[src/rtl/bs_arbiter.sv]
// Round-robin arbiter that shares one binary-search engine among N_REQ requesters.
// A single search is in flight at a time. The engine's done flags must read clear for
// SETTLE cycles before start is raised and again after the response. A watchdog aborts
// any search that runs for TIMEOUT cycles.
module bs_arbiter #(
    parameter int N_REQ   = 4,
    parameter int SETTLE  = 2,
    parameter int TIMEOUT = 16
) (
    input  logic               clk,
    input  logic               reset,
    input  logic [N_REQ-1:0]   req,
    input  logic [8*N_REQ-1:0] req_num,
    output logic [N_REQ-1:0]   grant,
    output logic [N_REQ-1:0]   resp_valid,
    output logic               resp_found,
    output logic [4:0]         resp_index,
    output logic               resp_timeout,
    output logic               busy,
    output logic [7:0]         bs_num,
    output logic               bs_start,
    input  logic [4:0]         bs_index,
    input  logic               bs_found,
    input  logic               bs_not_found
);

    localparam int IDX_W = (N_REQ > 1) ? $clog2(N_REQ) : 1;
    localparam int SET_W = $clog2(SETTLE + 1);
    localparam int WD_W  = $clog2(TIMEOUT + 1);

    typedef enum logic [2:0] {
        IDLE    = 3'd0,
        LOAD    = 3'd1,
        SEARCH  = 3'd2,
        RESPOND = 3'd3,
        RECOVER = 3'd4
    } state_t;

    state_t             state_q, state_d;
    logic [IDX_W-1:0]   rr_q, rr_d;
    logic [IDX_W-1:0]   id_q, id_d;
    logic [N_REQ-1:0]   grant_q, grant_d;
    logic [N_REQ-1:0]   resp_valid_q, resp_valid_d;
    logic               resp_found_q, resp_found_d;
    logic [4:0]         resp_index_q, resp_index_d;
    logic               resp_timeout_q, resp_timeout_d;
    logic [7:0]         bs_num_q, bs_num_d;
    logic               bs_start_q, bs_start_d;
    logic [SET_W-1:0]   settle_q, settle_d;
    logic [WD_W-1:0]    wd_q, wd_d;

    logic               win_found;
    logic [IDX_W-1:0]   win_id;
    logic               flags_clear;

    assign flags_clear = !bs_found && !bs_not_found;

    // Pick the first requester at or after the RR pointer, wrapping around.
    always_comb begin
        win_found = 1'b0;
        win_id    = '0;
        for (int i = N_REQ - 1; i >= 0; i--) begin
            if (req[(int'(rr_q) + i) % N_REQ]) begin
                win_found = 1'b1;
                win_id    = IDX_W'((int'(rr_q) + i) % N_REQ);
            end
        end
    end

    // Next-state and next-output logic; every output is registered.
    always_comb begin
        state_d        = state_q;
        rr_d           = rr_q;
        id_d           = id_q;
        grant_d        = grant_q;
        resp_valid_d   = '0;
        resp_found_d   = resp_found_q;
        resp_index_d   = resp_index_q;
        resp_timeout_d = resp_timeout_q;
        bs_num_d       = bs_num_q;
        bs_start_d     = 1'b0;
        settle_d       = settle_q;
        wd_d           = wd_q;
        case (state_q)
            IDLE: begin
                if (win_found) begin
                    id_d     = win_id;
                    bs_num_d = req_num[int'(win_id) * 8 +: 8];
                    grant_d  = N_REQ'(1) << win_id;
                    settle_d = '0;
                    state_d  = LOAD;
                end
            end
            LOAD: begin
                if (!flags_clear) begin
                    settle_d = '0;
                end else if (settle_q == SET_W'(SETTLE - 1)) begin
                    settle_d   = '0;
                    wd_d       = '0;
                    bs_start_d = 1'b1;
                    state_d    = SEARCH;
                end else begin
                    settle_d = settle_q + 1'b1;
                end
            end
            SEARCH: begin
                bs_start_d = 1'b1;
                // Saturate rather than wrap so a stuck count can never look fresh.
                if (wd_q < WD_W'(TIMEOUT))
                    wd_d = wd_q + 1'b1;
                // A done flag on the same edge as the timeout takes priority.
                if (bs_found) begin
                    resp_found_d   = 1'b1;
                    resp_index_d   = bs_index;
                    resp_timeout_d = 1'b0;
                end else if (bs_not_found) begin
                    resp_found_d   = 1'b0;
                    resp_index_d   = '0;
                    resp_timeout_d = 1'b0;
                end else if (wd_q == WD_W'(TIMEOUT - 1)) begin
                    resp_found_d   = 1'b0;
                    resp_index_d   = '0;
                    resp_timeout_d = 1'b1;
                end
                if (bs_found || bs_not_found || (wd_q == WD_W'(TIMEOUT - 1))) begin
                    bs_start_d   = 1'b0;
                    resp_valid_d = grant_q;
                    state_d      = RESPOND;
                end
            end
            RESPOND: begin
                grant_d  = '0;
                rr_d     = (id_q == IDX_W'(N_REQ - 1)) ? '0 : id_q + 1'b1;
                settle_d = '0;
                state_d  = RECOVER;
            end
            RECOVER: begin
                if (!flags_clear) begin
                    settle_d = '0;
                end else if (settle_q == SET_W'(SETTLE - 1)) begin
                    settle_d = '0;
                    state_d  = IDLE;
                end else begin
                    settle_d = settle_q + 1'b1;
                end
            end
            default: begin
                state_d = IDLE;
            end
        endcase
    end

    // State and output registers; reset clears everything, including the engine start.
    always_ff @(posedge clk or posedge reset) begin
        if (reset) begin
            state_q        <= IDLE;
            rr_q           <= '0;
            id_q           <= '0;
            grant_q        <= '0;
            resp_valid_q   <= '0;
            resp_found_q   <= 1'b0;
            resp_index_q   <= '0;
            resp_timeout_q <= 1'b0;
            bs_num_q       <= '0;
            bs_start_q     <= 1'b0;
            settle_q       <= '0;
            wd_q           <= '0;
        end else begin
            state_q        <= state_d;
            rr_q           <= rr_d;
            id_q           <= id_d;
            grant_q        <= grant_d;
            resp_valid_q   <= resp_valid_d;
            resp_found_q   <= resp_found_d;
            resp_index_q   <= resp_index_d;
            resp_timeout_q <= resp_timeout_d;
            bs_num_q       <= bs_num_d;
            bs_start_q     <= bs_start_d;
            settle_q       <= settle_d;
            wd_q           <= wd_d;
        end
    end

    assign grant        = grant_q;
    assign resp_valid   = resp_valid_q;
    assign resp_found   = resp_found_q;
    assign resp_index   = resp_index_q;
    assign resp_timeout = resp_timeout_q;
    assign bs_num       = bs_num_q;
    assign bs_start     = bs_start_q;
    assign busy         = (state_q != IDLE);

endmodule

[config.mk]
export PLATFORM = sky130hd
export DESIGN_NAME = bs_arbiter
export DESIGN_NICKNAME = d
export VERILOG_FILES = /design/src/rtl/bs_arbiter.sv
export SDC_FILE = /design/constraint.sdc
export NUM_CORES = 1
export LEC_CHECK = 0
export CELL_PAD_IN_SITES_DETAIL_PLACEMENT = 0
export CELL_PAD_IN_SITES_GLOBAL_PLACEMENT = 1
export CORE_MARGIN = 2
export CORE_UTILIZATION = 51
export DETAILED_ROUTE_END_ITERATION = 8
export DONT_BUFFER_PORTS = 1
export PLACE_DENSITY_LB_ADDON = 0.1
export SYNTH_ARGS = -nofsm -noshare
export SYNTH_HDL_FRONTEND = slang
export SYNTH_SLANG_ARGS = --single-unit
[constraint.sdc]
create_clock -name clk -period 3 [get_ports clk]
set_clock_uncertainty 0.1 [all_clocks]
set_input_delay 0.6 -clock clk [delete_from_list [all_inputs] [get_ports clk]]
set_output_delay 0.6 -clock clk [all_outputs]
set_load 0.02 [all_outputs]
* Yosys cells after proc, flatten, opt, wreduce, memory -nomap -nowiden
Cells that the tools add are included.
** Storage, ports and cells
- Register bits after elaboration :: 38
- Input port bits :: 45
- Word-level logic and storage cells :: 115
** Operators by class
- Add/subtract/negate cells :: 6
- $lt $le $gt $ge :: 5
- Equal/unequal tests :: 14
- Shift-type cells :: 2
- Mux-type cells :: 52
- Bitwise gates (word level) :: 3
- Reduce and logical (&&, ||, !) cells :: 21
** Operators with widths (count)
- 32-bit by 6-bit indexed part select with 8-bit output :: 1
- 5-bit two-way mux :: 6
- 1-bit two-way mux :: 20
- 3-bit two-way mux :: 6
- 2-bit two-way mux :: 8
- 3-bit case mux with 5 select lines :: 1
- 2-bit != test, second input constant :: 7
- 3-bit by 4-bit less-than comparator with 1-bit output, second input constant :: 3
- 4-bit two-way mux :: 3
- 5-bit case mux with 2 select lines :: 1
- 3-bit nonzero test :: 3
- 1-bit binary-select mux with 2-bit select :: 4
- 4-bit case mux with 2 select lines :: 1
- 2-bit AND reduction :: 4
- 2-bit OR reduction :: 4
- 2-bit by 1-bit adder with 2-bit output, second input constant :: 3
- 3-bit by 2-bit == test with 1-bit output, second input constant :: 2
- 2-bit case mux with 3 select lines :: 1
- 6-bit AND reduction :: 1
- 5-bit by 1-bit adder with 5-bit output, second input constant :: 1
- 5-bit by 4-bit == test with 1-bit output, second input constant :: 1
- 5-bit less-than comparator, second input constant :: 1
- 2-bit adder, second input constant :: 2
- 4-bit AND reduction :: 1
- other kinds (13) :: 18

* Depth between registers and ports, before layout
Gate-level depths: netlist (run 1).
- Depth in word-level cells :: 13
- Gate-level depth with buffers :: 7
- Depth with buffers taken out :: 7

* Worst setup path after synthesis (run 1)
Ideal clock, no wire load.
- Path type :: register -> register
- Start point :: register wd_q[0]
- End point :: register resp_found_q (netlist: resp_found)
- Setup time :: 125 ps
- Arrival time :: 1811 ps
- Setup slack :: 964 ps
- Stages on the path, launching flop included :: 7
- Buffers on the path :: 0
- Period minus slack after synthesis :: 2036 ps
- Path through :: dfrtp_1 > ha_1 > and3_1 > ha_1 > or3_1 > nand2_1 > mux2_2
** Between the ends
- Cells in the longest elaborated chain, start to end :: 3
** RTL lines
- from (decl) :: RTL line 50 : logic [WD_W-1:0] wd_q, wd_d;
- from (signal assigned) :: RTL line 180 : wd_q <= wd_d;
- 5-bit by 4-bit == test with 1-bit output :: RTL line 120 : end else if (wd_q == WD_W'(TIMEOUT - 1)) begin
- 3-bit nonzero test (no source line)
- 2-bit AND reduction (no source line)
- to (signal assigned) :: RTL line 174 : resp_found_q <= resp_found_d;
- to (decl) :: RTL line 44 : logic resp_found_q, resp_found_d;
Every way passes these cells.
A chain may end at the register's enable or synchronous reset.

* Worst setup path after layout (run 1)
Same ends and word-level chain as after synthesis.

==> impl_metrics.json, run 1 <==
{
  "cts_made_buffers": 5,
  "post_syn_nets": 236,
  "post_route_cells_drive_above_1_share_pct": 16.0,
  "drv_slew": 0,
  "design.portCount": 70,
  "postSynthRegisterBits": 38,
  "antenna-diode-count": 0,
  "layout-area-overhead-vs-synth_pct": 5.91,
  "grt_start_max_net_pins": 39,
  "cp-start-kind": "register",
  "finalPower_uw": 2170,
  "finish.net_count": 236,
  "yosys-top-cells-area": "dfrtp_1, mux2i_1, o221ai_2, nand2_1, buf_6",
  "final_core_utilization_pct": 57.3,
  "dpl-instance-area_sq_um": 2020,
  "cts.root.buffer_cell": "clkbuf_8",
  "reg2reg_slack_ps": 790,
  "worst_path_most_repeated_cell": "ha_1",
  "synth_cell_type_count": 40,
  "cts_post_setup_buffers_inserted": 0,
  "powerDensity_nw_per_um2": 1020,
  "tightest_slew_ps": 615,
  "die_w_um": 66.8,
  "vias_per_cell": 6.06,
  "detailroute.via_count": 1429,
  "core.rowCount": 22,
  "finalWorstPathRequiredPeriod_ps": 2210,
  "cts_tree": "yes",
  "largest_delay_contributor_family_on_the_critical_path": "simple AND/OR/NAND/NOR gates",
  "htree_levels": 2,
  "most_frequent_cell_after_synthesis": "dfrtp_1",
  "max-clock-path-buffers": 2,
  "clk_latency_ps": 280,
  "routabilityCongestion": 0.856,
  "async_flop_share_pct": 100,
  "gr-total-overflow": 0,
  "synth_ff_type": "dfrtp_1",
  "floorplan.initialDensity_pct": 54.1,
  "timing.hold.worst.class": "input port to async pin",
  "clk_pin_slew_worst_paths_ps": 70,
  "critical_path_required_ps": 3070,
  "setup-tns-final_ps": 0,
  "worstPathArrival_ps": 2280,
  "timing.fmax_mhz": 453,
  "post-route-drc-count": 0,
  "final_hold_viols": 0,
  "regToRegEndpoint": "resp_found",
  "leakagePower_uw": 0.00104,
  "first_pass_grt_wire_length_um": 6960,
  "path_buf_inv": 0,
  "cts.repair.resized": 0,
  "fp.dieH_um": 66.8,
  "drtAntennaViolNets": 0,
  "design.die.area_sq_um": 4460,
  "critical_path.max_fanout": 7,
  "synth-edff-count": 0,
  "cap_violations": 0,
  "firstDrtPassIters": 4,
  "worstRegToRegCells": 6,
  "number_of_standard_cells_after_synthesis": 188,
  "synth.cell_area_sq_um": 2010,
  "dp_hpwl_um": 3130,
  "worst_path_largest_cell_delay_ps": 420,
  "numClockSinks": 38,
  "finalSetupViolCount": 0,
  "regToRegStartpoint": "wd_q[0]",
  "via_count_of_the_first_global_routing_pass": 1389,
  "grt_util_all_layers_pct": 20.7,
  "ctsHoldBuffers": 0,
  "status": "complete, no violations",
  "detail_route.wirelength_um": 4150,
  "drt_iter0_markers": 124,
  "critical_path.cell_chain": "ha_1 -> and3_1 -> ha_1 -> or3_1 -> nand2_1 -> mux2_2",
  "warnings_synthesis": 0,
  "vdd.ir_drop.worst_mv": 0.517,
  "maxSlewHeadroom_pct": 58.9,
  "yosysTopAreaCellShare_pct": 47.3,
  "worst_setup_path_end_kind": "register",
  "synth_area_leader_cell": "dfrtp_1",
  "ys_top_cells_by_count": "dfrtp_1, nand2_1, mux2i_1",
  "grt_setup_unrepaired": "no",
  "grt_antenna_before_repair": 0,
  "slowest_stage": "or3_1",
  "port_buffers": 0,
  "coreArea_sq_um": 3720,
  "finished_layout_cell_area_sq_um": 2130,
  "classification_of_the_worst_setup_path": "register to register",
  "syn_area_per_cell_sq_um": 10.7,
  "wire_per_inst_um": 17.6,
  "yosysSeqAreaShare_pct": 47.3,
  "min_period_over_period_pct": 73.6
}
[cells in the final DEF (no fill, tap or decap), types with 3 or more instances in the layout]
cell	count
a21oi_1	7
a32o_1	4
and3_1	6
buf_4	3
clkbuf_8	6
dfrtp_1	38
ha_1	3
inv_1	7
mux2i_1	16
nand2_1	27
nand3_1	8
nor2_1	14
nor3_1	4
o21ai_0	5
o221ai_2	8
or3_1	3
[flip-flops by register name, indices dropped and copies added, names as in the netlist]
register and count:
bs_num 8, resp_index 5, wd_q 5, grant 4, resp_valid 4, state_q 3, id_q 2, rr_q 2
settle_q 2, bs_start 1, resp_found 1, resp_timeout 1
[cell families after synthesis]
| kind of cell | Yosys count | synth area share, % |
|---|---|---|
| compound gates | 34 | 16.4 |
| xor+xnor | 2 | 0.871 |
| fa+ha+maj | 3 | 1.87 |
| buf+inv | 17 | 5.10 |
| flops | 38 | 47.3 |
| mux | 18 | 9.08 |
| simple gates | 76 | 19.4 |
[worst max-delay path by stage]
stage,cells after the start,startpoint,to,slack (ps)
after CTS,6,wd_q[0],resp_found,790
final,6,wd_q[0],resp_found,790
after global routing,6,wd_q[0],resp_found,690
after global placement,4,req[1],bs_num[7],770
after detailed placement,4,req[1],bs_num[6],750
after floorplan,6,wd_q[0],resp_found,960
[through the flow]
stage	hold WS (ps)	setup slack, ps	cells
finish	209	792	236
global route	232	689	236
CTS	222	794	236
detailed placement	398	748	229
global placement	382	768	229
floorplan	350	964	188
[area by class of cell]
| type | instances | area (sq um) |
|---|---|---|
| Clock buffer | 6 | 82.6 |
| Clock inverter | 1 | 30.0 |
| Fill cell | 340 | 1590 |
| Inverter | 7 | 26.3 |
| Multi-Input combinational cell | 133 | 957 |
| Sequential cell | 38 | 951 |
| Tap cell | 48 | 60.1 |
| Timing Repair Buffer | 3 | 22.5 |
[layer usage]
metal  track usage, %  wire length [um]  up-vias
met5                0                 0        -
met2             33.8              2130       51
li1                 -                 -      675
met1             27.0              1690      698
met4             3.83                17        0
met3             7.26               309        5
[report_power, final]
| group | internal [uW] | switching, uW | total, uW |
|---|---|---|---|
| logic | 319 | 377 | 697 |
| registers | 700 | 337 | 1040 |
| clock network | 266 | 167 | 433 |
No activity file was read; power rests on OpenSTA's default activity.
==> inputs of run 2 (changes only) <==
--- a/config.mk
+++ b/config.mk
@@ -8,7 +8,7 @@
 export CELL_PAD_IN_SITES_DETAIL_PLACEMENT = 0
 export CELL_PAD_IN_SITES_GLOBAL_PLACEMENT = 1
 export CORE_MARGIN = 2
-export CORE_UTILIZATION = 51
+export CORE_UTILIZATION = 42
 export DETAILED_ROUTE_END_ITERATION = 8
 export DONT_BUFFER_PORTS = 1
 export PLACE_DENSITY_LB_ADDON = 0.1
==> constraint.sdc (replaced) <==
create_clock -name clk -period 2 [get_ports clk]
set_clock_uncertainty 0.1 [all_clocks]
set_input_delay 0.4 -clock clk [delete_from_list [all_inputs] [get_ports clk]]
set_output_delay 0.4 -clock clk [all_outputs]
set_load 0.02 [all_outputs]
==> run 2 against run 1 <==
Die area rose by 20%; non-clock buffer count rose by 12; sequential share of layout area shrank 3.1 points; register-to-register slack got worse by 740 ps; clock power grew 88%; worst hold slack worse by 210 ps; design area grew 7.6%; largest cell class unchanged.
==> impl_metrics.json, run 2 (synthesized netlist as in run 1, its figures left out) <==
{
  "status": "complete, no violations",
  "critical_path.max_fanout": 4,
  "wire_per_inst_um": 16.8,
  "ctsHoldBuffers": 0,
  "worst_setup_path_end_kind": "register",
  "largest_register_ffs": 8,
  "design.die.area_sq_um": 5360,
  "cts.root.buffer_cell": "clkbuf_8",
  "reg2reg_slack_ps": 50,
  "powerDensity_nw_per_um2": 1540,
  "regToRegStartpoint": "wd_q[1]",
  "detailroute.via_count": 1496,
  "finalWorstPathRequiredPeriod_ps": 1950,
  "maxSlewHeadroom_pct": 67.8,
  "cap_violations": 0,
  "cp-start-kind": "register",
  "core.rowCount": 25,
  "timing.hold.worst.class": "input port to async pin",
  "worstRegToRegCells": 6,
  "grt_setup_unrepaired": "no",
  "htree_levels": 2,
  "first_pass_grt_wire_length_um": 7290,
  "dp_hpwl_um": 3260,
  "grt_util_all_layers_pct": 17.7,
  "layout-area-overhead-vs-synth_pct": 13.9,
  "port_buffers": 0,
  "floorplan.initialDensity_pct": 43.1,
  "gr-total-overflow": 0,
  "crit_path_end": "resp_found",
  "grt_antenna_before_repair": 0,
  "regToRegEndpoint": "resp_found",
  "coreArea_sq_um": 4660,
  "routabilityCongestion": 0.797,
  "finish.net_count": 248,
  "max-clock-path-buffers": 2,
  "finalPower_uw": 3530,
  "critical_path_required_ps": 2080,
  "drtAntennaViolNets": 0,
  "finalSetupViolCount": 0,
  "vias_per_cell": 5.87,
  "cts_made_buffers": 5,
  "antenna-diode-count": 0,
  "fp.dieH_um": 73.2,
  "drt_iter0_markers": 97,
  "post_route_cells_drive_above_1_share_pct": 23.4,
  "firstDrtPassIters": 4,
  "leakagePower_uw": 0.00113,
  "layout_commonest_cell": "dfrtp_1",
  "clk_pin_slew_worst_paths_ps": 80,
  "cts_tree": "yes",
  "worst_slack_setup_final_ps": 48.8,
  "die_w_um": 73.2,
  "numClockSinks": 38,
  "setup-tns-final_ps": 0,
  "tightest_slew_ps": 482,
  "drv_slew": 0,
  "timing.fmax_mhz": 513,
  "clk_latency_ps": 290,
  "classification_of_the_worst_setup_path": "register to register",
  "preCtsSetupSlack_ps": 42.9,
  "post-route-drc-count": 0,
  "final_hold_viols": 0,
  "worstPathArrival_ps": 2030,
  "design.portCount": 70,
  "most-common-layout-cells": "dfrtp_1, nand2_1, mux2i_1",
  "vdd.ir_drop.worst_mv": 0.623,
  "via_count_of_the_first_global_routing_pass": 1531,
  "min_period_over_period_pct": 97.6,
  "grt_start_max_net_pins": 39,
  "crit_start": "wd_q[1]",
  "detail_route.wirelength_um": 4290
}
## run 2: cell types whose count changed in the layout (fill, tap and decap cells not counted), sizes merged
cell | before | now
buf | 3 | 15
bufinv | 1 | 2
## run 2: cell type report
type	instances	area, sq um
Timing Repair Buffer	15	125
Fill cell	436	2370
Inverter	7	26.3
Clock buffer	6	82.6
Clock inverter	2	60.1
Sequential cell	38	951
Tap cell	54	67.6
Multi-Input combinational cell	133	978
## run 2: worst min-delay path by stage
stage,from,endpoint,slack (ps),cells past startpoint
3_3_place_gp,reset,resp_index[1],330,2
2_1_floorplan,id_q[1],id_q[1],350,2
3_5_place_dp,reset,resp_index[4],340,2
4_1_cts,reset,resp_index[1],20,2
6_report,reset,resp_index[1],2,2
5_1_grt,reset,resp_index[4],50,2
## run 2: timing repair
| action | 4_1_cts | 5_1_grt |
|---|---|---|
| gates resized for setup | 0 | 4 |
| setup buffers | 0 | 3 |
| setup endpoints to repair | 0 | 9 |
## run 2: worst max-delay path, cell delays in order, from the launching register on
cell and delay, ps:
dfrtp_1 410, ha_2 190, and3_1 180, ha_2 180
or3_4 400, nand2_4 90, mux2_4 290
## run 2: stage by stage
stage | cells | area (sq um) | hold slack, ps | util (%)
final | 255 | 2290 | 2.07 | 49.2
after global routing | 255 | 2290 | 53.9 | 49.2
after CTS | 252 | 2240 | 22.8 | 48.1
after detailed placement | 244 | 2100 | 345 | 45.0
after global placement | 244 | 2100 | 334 | 45.0
after floorplan | 188 | 2020 | 350 | -
## run 2: where the power goes
part,switching (uW),internal (uW)
Combinational,633,594
Sequential,445,1050
Clock,280,532
## run 2: routing by layer
metal | share of wire [%] | GRT usage (%)
met4 | 1.3 | 5.56
met5 | 0 | 0
met3 | 9.4 | 6.49
met1 | 43 | 22.9
met2 | 46 | 27.5
